`config.mk`:
```
export PLATFORM = sky130hd
export DESIGN_NAME = sensor_fifo_arbiter_flat
export DESIGN_NICKNAME = d
export VERILOG_FILES = /design/src/rtl/sensor_fifo_arbiter_if.sv /design/src/rtl/sensor_fifo_arbiter.sv /design/src/flat_wrapper.sv
export SDC_FILE = /design/constraint.sdc
export NUM_CORES = 1
export LEC_CHECK = 0
export ABC_AREA = 1
export BUFFER_PORTS_ARGS = -buffer_cell sky130_fd_sc_hd__buf_2
export CAP_MARGIN = 30
export CORE_MARGIN = 2
export CORE_UTILIZATION = 34
export DETAILED_ROUTE_END_ITERATION = 8
export HOLD_SLACK_MARGIN = 0.05
export PLACE_DENSITY = 0.81
export SYNTH_ARGS = -nofsm -noshare
export SYNTH_HDL_FRONTEND = slang
export SYNTH_SLANG_ARGS = --single-unit
```
`constraint.sdc`:
```
create_clock -name clk -period 1.6 [get_ports clk]
set_input_delay 0.16 -clock clk [delete_from_list [all_inputs] [get_ports clk]]
set_output_delay 0.16 -clock clk [all_outputs]
set_load 0.01 [all_outputs]
```
`src/rtl/sensor_fifo_arbiter_if.sv`:
```
// Write-side bus between the sensor requesters and the FIFO, as seen by the arbiter.
// The master modport is the arbiter; the slave modport is the requester/FIFO side.
interface sensor_fifo_arbiter_if #(
  parameter int NUM_REQ    = 4,
  parameter int DATA_WIDTH = 32,
  parameter int ID_W       = $clog2(NUM_REQ)
);
  logic [NUM_REQ-1:0]            req_valid;
  logic [NUM_REQ*DATA_WIDTH-1:0] req_data;
  logic [NUM_REQ-1:0]            req_ready;
  logic                          fifo_full;
  logic                          write_command;
  logic [DATA_WIDTH-1:0]         write_data;
  logic [ID_W-1:0]               grant_id;
  logic                          busy;

  modport master (
    input  req_valid, req_data, fifo_full,
    output req_ready, write_command, write_data, grant_id, busy
  );

  modport slave (
    output req_valid, req_data, fifo_full,
    input  req_ready, write_command, write_data, grant_id, busy
  );
endinterface

```
`src/rtl/sensor_fifo_arbiter.sv`:
```
// Round-robin burst arbiter sharing the sensor FIFO write port among NUM_REQ requesters.
// Write data is a combinational mux of the granted requester's word; nothing is buffered.
module sensor_fifo_arbiter #(
  parameter int NUM_REQ    = 4,
  parameter int BURST_LEN  = 4,
  parameter int DATA_WIDTH = 32,
  parameter int ID_W       = $clog2(NUM_REQ)
) (
  input  logic                 clk,
  input  logic                 n_rst,
  sensor_fifo_arbiter_if.master bus
);

  typedef enum logic {IDLE, BURST} state_t;

  state_t                state, next_state;
  logic [ID_W-1:0]       grant_id, rr_ptr, sel_id, sel_next_ptr;
  logic [3:0]            beat_cnt;
  logic                  any_valid, hi_found;
  logic [ID_W-1:0]       hi_id, lo_id;
  logic                  granted_valid, xfer, burst_end, load_grant;
  logic [DATA_WIDTH-1:0] granted_word;

  // Lowest valid index at or above rr_ptr wins; otherwise wrap to the lowest valid index.
  always_comb begin
    any_valid = 1'b0;
    hi_found  = 1'b0;
    hi_id     = '0;
    lo_id     = '0;
    for (int i = NUM_REQ-1; i >= 0; i--) begin
      if (bus.req_valid[i]) begin
        if (ID_W'(i) >= rr_ptr) begin
          hi_found = 1'b1;
          hi_id    = ID_W'(i);
        end
        any_valid = 1'b1;
        lo_id     = ID_W'(i);
      end
    end
    sel_id       = hi_found ? hi_id : lo_id;
    sel_next_ptr = (sel_id == ID_W'(NUM_REQ-1)) ? '0 : sel_id + 1'b1;
  end

  always_comb begin
    granted_valid = 1'b0;
    granted_word  = '0;
    for (int k = 0; k < NUM_REQ; k++) begin
      if (grant_id == ID_W'(k)) begin
        granted_valid = bus.req_valid[k];
        granted_word  = bus.req_data[k*DATA_WIDTH +: DATA_WIDTH];
      end
    end
  end

  // A full FIFO freezes the burst: neither end condition can fire while it is high.
  assign xfer       = (state == BURST) && granted_valid && !bus.fifo_full;
  assign burst_end  = (state == BURST) &&
                      ((xfer && (beat_cnt == 4'(BURST_LEN-1))) ||
                       (!bus.fifo_full && !granted_valid));
  assign load_grant = any_valid && ((state == IDLE) || burst_end);

  always_ff @(posedge clk or negedge n_rst) begin
    if (!n_rst) begin
      state    <= IDLE;
      grant_id <= '0;
      rr_ptr   <= '0;
      beat_cnt <= '0;
    end else begin
      state <= next_state;
      if (load_grant) begin
        grant_id <= sel_id;
        rr_ptr   <= sel_next_ptr;
        beat_cnt <= '0;
      end else if (xfer) begin
        beat_cnt <= beat_cnt + 4'd1;
      end
    end
  end

  always_comb begin
    next_state = state;
    case (state)
      IDLE:    if (any_valid) next_state = BURST;
      BURST:   if (burst_end) next_state = any_valid ? BURST : IDLE;
      default: next_state = IDLE;
    endcase
  end

  always_comb begin
    bus.req_ready     = '0;
    bus.write_command = xfer;
    bus.write_data    = xfer ? granted_word : '0;
    bus.busy          = (state == BURST);
    if (state == BURST) begin
      bus.req_ready[grant_id] = !bus.fifo_full;
    end
  end

  assign bus.grant_id = grant_id;

endmodule
```
`src/flat_wrapper.sv`:
```
// flat-port wrapper written by rule: the top's interface ports become plain ports
module sensor_fifo_arbiter_flat 
#(
  parameter int NUM_REQ    = 4,
  parameter int BURST_LEN  = 4,
  parameter int DATA_WIDTH = 32,
  parameter int ID_W       = $clog2(NUM_REQ)
)
  (clk, n_rst, bus_req_valid, bus_req_data, bus_fifo_full, bus_req_ready, bus_write_command, bus_write_data, bus_grant_id, bus_busy);
  sensor_fifo_arbiter_if #(.NUM_REQ(NUM_REQ), .DATA_WIDTH(DATA_WIDTH), .ID_W(ID_W)) bus_i ();
  input  logic clk;
  input  logic n_rst;
  input wire logic [$bits(bus_i.req_valid)-1:0] bus_req_valid;
  input wire logic [$bits(bus_i.req_data)-1:0] bus_req_data;
  input wire logic [$bits(bus_i.fifo_full)-1:0] bus_fifo_full;
  output wire logic [$bits(bus_i.req_ready)-1:0] bus_req_ready;
  output wire logic [$bits(bus_i.write_command)-1:0] bus_write_command;
  output wire logic [$bits(bus_i.write_data)-1:0] bus_write_data;
  output wire logic [$bits(bus_i.grant_id)-1:0] bus_grant_id;
  output wire logic [$bits(bus_i.busy)-1:0] bus_busy;
  assign bus_i.req_valid = bus_req_valid;
  assign bus_i.req_data = bus_req_data;
  assign bus_i.fifo_full = bus_fifo_full;
  assign bus_req_ready = bus_i.req_ready;
  assign bus_write_command = bus_i.write_command;
  assign bus_write_data = bus_i.write_data;
  assign bus_grant_id = bus_i.grant_id;
  assign bus_busy = bus_i.busy;
  sensor_fifo_arbiter #(.NUM_REQ(NUM_REQ), .BURST_LEN(BURST_LEN), .DATA_WIDTH(DATA_WIDTH), .ID_W(ID_W)) u_core (.clk(clk), .n_rst(n_rst), .bus(bus_i));
endmodule
```
[Word-level counts from Yosys, hierarchy flattened]
Index checks and enable logic that the tools add are counted.
Storage, ports and cells
  register bits: 9
  input port bits: 135
  output and inout bits: 40
  logic and storage cells: 75
Cells by class
  add/subtract/negate cells: 2
  order comparisons: 6
  equality and inequality tests: 5
  multiplexer cells: 43
  bitwise logic cells: 2
  reduce and logical (&&, ||, !) cells: 13
Operator list (number)
  32-bit two-way mux: 5
  2-bit two-way mux: 14
  1-bit two-way mux: 19
  4-bit two-way mux: 3
  1-bit logical AND: 7
  2-bit equality test (second input constant): 3
  4-bit by 1-bit adder with 4-bit output (second input constant): 1
  4-bit AND: 1
  4-bit by 2-bit equality test with 1-bit output (second input constant): 1
  1-bit by 2-bit greater-or-equal comparator with 1-bit output (first input constant): 2
  2-bit greater-or-equal comparator (first input constant): 2
  2-bit by 3-bit less-than comparator with 1-bit output (second input constant): 1
  2-bit by 1-bit adder with 2-bit output (second input constant): 1
  1-bit demux with 2-bit select: 1
  2-bit by 1-bit equality test with 1-bit output (second input constant): 1
  2-bit by 1-bit greater-or-equal comparator with 1-bit output (second input constant): 1
  1-bit zero test: 2
  2-bit zero test: 1
  1-bit logical OR: 2
  1-bit one-hot mux with 2 select lines: 1
  2-bit nonzero test: 1
  1-bit NOT: 1

[Depth between registers and ports, before layout]
Gate-level depths: netlist of the first run.
  depth after elaboration: 13
  gate-level depth with buffers: 10
  depth with buffers taken out: 10

[Worst setup path before layout of the first run]
No wires, ideal clock.
  path kind: register to output
  start point: reg u_core.grant_id[1], in the netlist u_core.bus.grant_id[1]
  end point: out bus_write_data[12]
  arrival time: 1406 ps
  required time: 1440 ps
  setup slack: 34 ps
  stages on the path, launching flop included: 8
  buffers on the path: 2
  cell sequence: dfrtp_1 -> nor2_1 -> buf_2 -> buf_2 -> nand2_1 -> nand2_1 -> o21ai_0 -> a31oi_1
On the way
  longest elaborated chain between the ends: 8
  elaborated cells on any way between the ends: 15
  those cells by class: eq/ne (3); mux (9); reduce/logical (3)
RTL lines
  from (decl): line sensor_fifo_arbiter.sv:17  | logic [ID_W-1:0] grant_id, rr_ptr, sel_id, sel_next_ptr;
  from (signal assigned): line sensor_fifo_arbiter.sv:71  | grant_id <= sel_id;
  2-bit zero test: line sensor_fifo_arbiter.sv:48  | if (grant_id == ID_W'(k)) begin
  1-bit two-way mux (4 in a row): line sensor_fifo_arbiter.sv:48
  1-bit logical AND (2 in a row): line sensor_fifo_arbiter.sv:56  | assign xfer = (state == BURST) && granted_valid && !bus.fifo_full;
  32-bit two-way mux (*): line sensor_fifo_arbiter.sv:92  | bus.write_data = xfer ? granted_word : '0;
  to (decl): line flat_wrapper.sv:18  | output wire logic [$bits(bus_i.write_data)-1:0] bus_write_data;
Mark *: on every way between the ends. The rest lies on a longest branch, timed or not.

[Worst setup path after layout of the first run]
  start point: reg u_core.grant_id[0], in the netlist u_core.bus.grant_id[0]
  end point: out bus_write_data[21]
Same word-level chain as after synthesis.

==> results.sh, run 1 <==
export IMPL_crit_type="flip-flop to output pin"
export IMPL_antenna_left=0
export IMPL_num_vias=3012
export IMPL_core_mm2=0.00432
export IMPL_die_x_um=70.8
export IMPL_grt_max_degree=21
export IMPL_area_growth_pct=132
export IMPL_crit_slowest_cell="dfrtp_2"
export IMPL_floorplan_rows=24
export IMPL_cp_slowest_stage_delay_ns=0.49
export IMPL_syn_inst=280
export IMPL_p_per_area_mw_per_mm2=1810
export IMPL_finalPower_mw=6.38
export IMPL_nNetsFinal=611
export IMPL_viasPerCell=5.73
export IMPL_synth_seq_cells=9
export IMPL_end_kind="output pin"
export IMPL_place_congestion=0.969
export IMPL_start_util_pct=35.0
export IMPL_outcome="finished, violations left"
export IMPL_cts_tree="done"
export IMPL_dieHeight_um=70.8
export IMPL_drv_cap=0
export IMPL_synth_simple_area_share_pct=40.7
export IMPL_io_buffers=174
export IMPL_fin_skew_ns=0.00514
export IMPL_syn_area_per_cell_um2=5.41
export IMPL_critPathBufInv=3
export IMPL_drt_iter0_drc=244
export IMPL_synth_xor_area_share_pct=0.578
export IMPL_ys_seq_area_share_pct=14.9
export IMPL_clk_pin_slew_worst_paths_ns=0.05
export IMPL_cts_buffer_depth=2
export IMPL_worstSkewPairLatency_ns=0.24
export IMPL_synth_area_mm2=0.00152
export IMPL_yosysUniqueCellTypes=23
export IMPL_violations="setup timing"
export IMPL_r2r_setup_slack_ns=-0.16
export IMPL_synth_mux_area_share_pct=0
export IMPL_synth_ff_type="dfrtp_1"
export IMPL_overflow=0
export IMPL_ys_top_cells_by_area="nand2_1 18%, dfrtp_1 15%, nor2_1 13%, o21ai_0 11%, a221oi_1 8.7%"
export IMPL_final_setup_worst_slack_ns=-0.295
export IMPL_tightestPinTransition_ns=0.394
export IMPL_rsz0062_at_grt="yes"
export IMPL_drc_errors=0
export IMPL_slew_viol_final=0
export IMPL_synth_compound_area_share_pct=33.4
export IMPL_diodes=0
export IMPL_path_max_fanout=15
export IMPL_synth_nets=416
export IMPL_hpwl_mm=5.31
export IMPL_layout_drive_gt1_share_pct=65.0
export IMPL_synth_common_cells="72 x nand2_1, 54 x nor2_1, 33 x o21ai_0, 18 x a21oi_1, 15 x a221oi_1"
export IMPL_yosys_warnings=0
export IMPL_cts_root_buf="clkbuf_8"
export IMPL_synth_top_area_cell="nand2_1"
export IMPL_whs_ns=0.308
export IMPL_htreeDepth=1
export IMPL_fmax_mhz=528
export IMPL_firstDrtPassIters=7
export IMPL_synth_top_cell_area_share_pct=17.8
export IMPL_cp_start_kind="flip-flop"
export IMPL_fin_crit_ns=1.90
export IMPL_synth_top_family_by_area="simple AND/OR/NAND/NOR gates"
export IMPL_critPathLaunch="u_core.bus.grant_id[0]$_DFFE_PN0P_"
export IMPL_irDropWorstVdd_mv=1.21
export IMPL_cts_buffers_inserted=3
export IMPL_cpLargestDelayFamily="flip-flops"
export IMPL_clock_sinks=9
export IMPL_routed_wl_mm=9.69
export IMPL_hp_class="input port to async pin"
export IMPL_leakage_nw=1.77
export IMPL_path_cells="nor2_4 > buf_6 > inv_8 > o22ai_2 > nor2_1 > a21oi_2 > nor2_4 > buf_6"
export IMPL_hold_viol_final=0
export IMPL_io_pins=175
export IMPL_cp_required_ns=1.44
export IMPL_grt_pass1_wl_mm=12.5
export IMPL_synth_adder_area_share_pct=0.826
export IMPL_max_slew_margin_pct=73.6
export IMPL_synth_edf_count=0
export IMPL_finalSetupViolCount=43
export IMPL_antenna_found_initial=0
export IMPL_async_reset_ff_share_pct=100
export IMPL_grt_pass1_vias=2646
export IMPL_synth_most_common_cell="nand2_1"
export IMPL_critPathArrivalTime_ns=1.74
export IMPL_grt_usage_pct=30.2
export IMPL_rr_startpoint="u_core.bus.grant_id[0]$_DFFE_PN0P_"
export IMPL_avgRoutedWirePerCell_um=18.4
export IMPL_fin_crit_sh_pct=118
export IMPL_dieArea_mm2=0.00501
-- worst paths after layout --
kind                                                           end  cells past startpoint
worst max-delay path                            bus_write_data[21]                      8
worst min-delay path                     u_core.bus.busy$_DFF_PN0_                      2
worst max register to register        u_core.rr_ptr[0]$_DFFE_PN0P_                     12
worst min register to register        u_core.rr_ptr[0]$_DFFE_PN0P_                      2
max in group asynchronous       u_core.bus.grant_id[1]$_DFFE_PN0P_                      2
min in group clk                u_core.bus.grant_id[1]$_DFFE_PN0P_                      6
-- where the power goes --
group          internal [mW]  switching (mW)  total [mW]
Sequential             0.313           0.129       0.442
Clock                  0.175           0.104       0.279
Combinational           2.55            3.10        5.66
Total                   3.04            3.34        6.38
-- per-layer routing --
metal	up-vias	global-route usage (%)	share of wire, %
met5	-	0	0
met4	0	11.3	5.0
met3	54	3.56	9.6
met2	254	52.9	50
met1	1342	38.0	35
li1	1362	-	-
-- repair_timing --
action,4_1_cts,5_1_grt
gates cloned,3,2
buffers inserted,7,3
hold buffers,1,0
hold endpoints to repair,9,0
setup endpoints to repair,43,43
resized for setup,76,93
pin swaps,16,16
-- cells by family after synthesis --
kind of cell / count (synthesis)
simple gates: 150
buf+inv: 34
compound gates: 85
flops: 9
fa+ha+maj: 1
xor+xnor: 1
-- cell usage in the layout, fill, tap and decap left out, drive strengths merged --
cell,n
buf,204
a21oi,19
dfrtp,9
clkbuf,6
nand3b,1
nand2,78
nor2,55
nand3,14
a221oi,15
dlygate4sd3,1
o21ai,34
o22ai,14
ha,1
xor2,1
a31oi,3
inv,17
nand4,2
-- stage by stage --
stage | setup WS, ns | instances | area [um^2] | utilization (%) | TNS [ns]
after global placement | 0.0163 | 508 | 2570 | 59.5 | 0
after CTS | -0.186 | 523 | 3070 | 71.0 | -6.28
after detailed placement | -0.0280 | 508 | 2570 | 59.5 | -0.172
after global routing | -0.362 | 526 | 3520 | 81.3 | -12.21
final | -0.295 | 526 | 3520 | 81.3 | -9.05
after floorplan | 0.0335 | 280 | 1520 | - | 0
-- flip-flops by register name (all words and copies together), names as in the netlist --
signal,flops
u_core.beat_cnt,4
u_core.bus.busy,1
u_core.bus.grant_id,2
u_core.rr_ptr,2
-- area by class of cell --
cell class              count  area [um^2]
fillers                   274          807
repair buffers            207         1430
flip-flops and latches      9          228
multi-input cells         237         1660
clock buffers               4         45.0
inverters                  17         86.3
well taps                  52         65.1
-- worst register-to-register path, cell delays in order (launching register included) --
cell and delay (ns):
dfrtp_2 0.49, nor2_4 0.19, nand2_2 0.09, nand3_4 0.08, nand2_4 0.07, buf_4 0.14
buf_6 0.11, nand2_2 0.05, nand2_2 0.06, nand2_4 0.13, nand2_8 0.09, nand2_2 0.09
nand2_1 0.05
No activity file was read; power rests on OpenSTA's default activity.
==> run 2, diff against run 1 <==
--- a/config.mk
+++ b/config.mk
@@ -5,14 +5,13 @@
 export SDC_FILE = /design/constraint.sdc
 export NUM_CORES = 1
 export LEC_CHECK = 0
-export ABC_AREA = 1
 export BUFFER_PORTS_ARGS = -buffer_cell sky130_fd_sc_hd__buf_2
 export CAP_MARGIN = 30
 export CORE_MARGIN = 2
 export CORE_UTILIZATION = 34
 export DETAILED_ROUTE_END_ITERATION = 8
 export HOLD_SLACK_MARGIN = 0.05
-export PLACE_DENSITY = 0.81
+export PLACE_DENSITY = 0.8
 export SYNTH_ARGS = -nofsm -noshare
 export SYNTH_HDL_FRONTEND = slang
 export SYNTH_SLANG_ARGS = --single-unit
==> run 2 against run 1 <==
  * The run still ends with setup timing left
  * Core utilization shrank 9.1 points
  * Die area grew 3.1%
  * Area after synthesis grew 3.3%
  * Register-to-register slack lost 0.08 ns
  * Sequential power shrank 10%
  * Wire length shrank 26%
  * Global-route usage shrank 5.4 points
  * Final cell count shrank 27%
  * First-iteration DRC count shrank 72%
  * Largest cell class unchanged
  * Highest routed layer unchanged
==> results.sh, run 2 <==
export IMPL_dp_slack_ns=-0.295
export IMPL_io_buffers=174
export IMPL_cp_slowest_stage_delay_ns=0.51
export IMPL_grt_usage_pct=24.8
export IMPL_dieHeight_um=71.9
export IMPL_hp_class="input port to async pin"
export IMPL_violations="setup timing"
export IMPL_yosys_warnings=0
export IMPL_layout_drive_gt1_share_pct=85.2
export IMPL_rsz0062_at_grt="yes"
export IMPL_tns_ns=-10.91
export IMPL_outcome="finished, violations left"
export IMPL_cts_tree="done"
export IMPL_core_mm2=0.00438
export IMPL_area_growth_pct=102
export IMPL_dp_cells=369
export IMPL_firstDrtPassIters=4
export IMPL_p_per_area_mw_per_mm2=1420
export IMPL_critPathBufInv=3
export IMPL_cts_buffers_inserted=3
export IMPL_r2r_cells=5
export IMPL_grt_max_degree=38
export IMPL_path_max_fanout=6
export IMPL_synth_seq_cells=9
export IMPL_reg_top3="u_core.beat_cnt x4, u_core.bus.grant_id x2, u_core.rr_ptr x2"
export IMPL_synth_edf_count=0
export IMPL_diodes=0
export IMPL_routed_wl_mm=7.13
export IMPL_start_util_pct=35.7
export IMPL_fin_util_pct=72.3
export IMPL_max_slew_margin_pct=76.2
export IMPL_ys_top_cells_by_area="mux4_2 47%, dfrtp_1 14%, and3_1 14%, clkbuf_1 2.2%, mux2_4 1.9%"
export IMPL_critPathArrivalTime_ns=1.77
export IMPL_finalSetupViolCount=42
export IMPL_cts_buffer_depth=2
export IMPL_rr_startpoint="u_core.beat_cnt[1]$_DFFE_PN0P_"
export IMPL_ys_seq_area_share_pct=14.4
export IMPL_fillCellCount=317
export IMPL_layout_common_cells="148 x buf_2, 33 x mux4_2, 30 x buf_6, 25 x and3_4, 18 x buf_4"
export IMPL_path_cells="buf_12 > clkbuf_16 > mux4_2 > and3_4 > buf_6"
export IMPL_layout_commonest_cell="buf_2"
export IMPL_overflow=0
export IMPL_irDropWorstVdd_mv=0.737
export IMPL_syn_inst=140
export IMPL_viasPerCell=5.60
export IMPL_place_congestion=0.827
export IMPL_leakage_nw=1.60
export IMPL_avgRoutedWirePerCell_um=18.6
export IMPL_cpLargestDelayFamily="multiplexers"
export IMPL_swShare_pct=38.0
export IMPL_fmax_mhz=518
export IMPL_crit_slowest_cell="mux4_2"
export IMPL_end_kind="output pin"
export IMPL_nNetsFinal=468
export IMPL_fin_crit_ns=1.93
export IMPL_antenna_left=0
export IMPL_final_setup_worst_slack_ns=-0.330
export IMPL_htreeDepth=1
export IMPL_synth_nets=276
export IMPL_hold_viol_final=0
export IMPL_reg2reg_to="u_core.bus.grant_id[0]$_DFFE_PN0P_"
export IMPL_drv_cap=0
export IMPL_power_switching_mw=1.71
export IMPL_async_reset_ff_share_pct=100
export IMPL_fin_skew_ns=0.00233
export IMPL_io_pins=175
export IMPL_synth_common_cells="34 x and3_1, 33 x mux4_2, 9 x clkbuf_1, 9 x dfrtp_1, 6 x nor2_1"
export IMPL_tightestPinTransition_ns=0.355
export IMPL_stdcell_count=383
export IMPL_grt_pass1_vias=2251
export IMPL_clockPowerShare_pct=5.8
export IMPL_clk_pin_slew_worst_paths_ns=0.04
export IMPL_clock_sinks=9
export IMPL_antenna_found_initial=0
export IMPL_internal_power_mw=2.79
export IMPL_drt_iter0_drc=69
export IMPL_pwr_share_comb_pct=85.4
export IMPL_syn_area_per_cell_um2=11.2
export IMPL_largest_reg_flops=4
export IMPL_die_x_um=71.9
export IMPL_r2r_setup_slack_ns=-0.24
export IMPL_dieArea_mm2=0.00516
export IMPL_worstSkewPairLatency_ns=0.23
export IMPL_power_frac_seq_pct=8.8
export IMPL_hpwl_mm=5.00
export IMPL_synth_most_common_cell="and3_1"
export IMPL_synth_top_area_cell="mux4_2"
export IMPL_synth_area_mm2=0.00157
export IMPL_floorplan_rows=24
export IMPL_drc_errors=0
export IMPL_yosysUniqueCellTypes=32
export IMPL_largest_register="u_core.beat_cnt"
export IMPL_grt_pass1_wl_mm=10.0
export IMPL_fin_crit_sh_pct=121
export IMPL_cts_root_buf="clkbuf_8"
export IMPL_cp_required_ns=1.44
export IMPL_synth_top_cell_area_share_pct=47.5
export IMPL_cp_start_kind="flip-flop"
export IMPL_crit_type="flip-flop to output pin"
export IMPL_num_vias=2143
export IMPL_slew_viol_final=0
export IMPL_synth_ff_type="dfrtp_1"
[run 2: cell count changes after synthesis, moves of 14 or more]
cell	delta
nor2_1	-48
a221oi_1	-14
a21oi_1	-14
and3_1	+34
o21ai_0	-31
nand2_1	-68
o22ai_1	-14
mux4_2	+33
[run 2: kinds of logic (layout without fill, tap and decap cells)]
family	Yosys count	after routing	synth area share (%)
compound gates	11	11	4.88
xor+xnor	3	3	1.68
fa+ha+maj	1	1	0.799
buf+inv	21	212	6.23
flops	9	9	14.4
mux	36	36	50.0
simple gates	59	59	22.0
[run 2: how the worst max path moves through the flow]
| stage | from | end | slack (ns) | cells past startpoint |
|---|---|---|---|---|
| 2_1_floorplan | u_core.bus.grant_id[0]$_DFFE_PN0P_ | u_core.bus.grant_id[0]$_DFFE_PN0P_ | -0.26 | 5 |
| 3_3_place_gp | u_core.beat_cnt[0]$_DFFE_PN0P_ | u_core.bus.grant_id[0]$_DFFE_PN0P_ | -0.24 | 5 |
| 3_5_place_dp | u_core.beat_cnt[0]$_DFFE_PN0P_ | u_core.bus.grant_id[0]$_DFFE_PN0P_ | -0.30 | 5 |
| 4_1_cts | u_core.bus.grant_id[0]$_DFFE_PN0P_ | bus_write_data[8] | -0.33 | 5 |
| 5_1_grt | u_core.bus.grant_id[0]$_DFFE_PN0P_ | bus_write_data[24] | -0.36 | 5 |
| 6_report | u_core.bus.grant_id[0]$_DFFE_PN0P_ | bus_write_data[7] | -0.33 | 5 |
[run 2: final cells by class]
type	instances	area [um^2]	area share [%]
repair buffers	204	1380	43.6
well taps	52	65.1	2.05
multi-input cells	110	1440	45.3
clock buffers	4	45.0	1.42
flip-flops and latches	9	226	7.15
inverters	4	15.0	0.474
[run 2: power by group through the flow]
stage | combinational [mW] | sequential (mW) | clock, mW
floorplan | 1.94 | 0.384 | 0
global placement | 2.76 | 0.380 | 0
detailed placement | 2.83 | 0.391 | 0
CTS | 3.20 | 0.387 | 0.263
global route | 4.09 | 0.405 | 0.272
finish | 3.85 | 0.396 | 0.260
[run 2: repair_timing]
item                       in CTS  in global routing
pin swaps                       7                  8
setup endpoints to repair      41                 43
hold endpoints to repair        9                  0
setup buffers                   7                  2
gates cloned                    1                  2
gates resized for setup        25                 55
hold buffers                    1                  0
[run 2: through the flow]
step           total power [mW]  hold WS, ns  area [um^2]
5_1_grt                    4.77        0.345         3170
4_1_cts                    3.85        0.289         2830
2_1_floorplan              2.32       -0.136         1570
6_report                   4.51        0.316         3170
3_3_place_gp               3.14       0.0152         2600
3_5_place_dp               3.22       0.0187         2600
[run 2: routing by layer]
| layer | share of wire (%) | GRT usage [%] | wire, um |
|---|---|---|---|
| met3 | 8.4 | 3.38 | 601 |
| met4 | 2.4 | 6.71 | 170 |
| met1 | 34 | 27.2 | 2430 |
| met5 | 0 | 0 | 0 |
| met2 | 55 | 49.3 | 3930 |
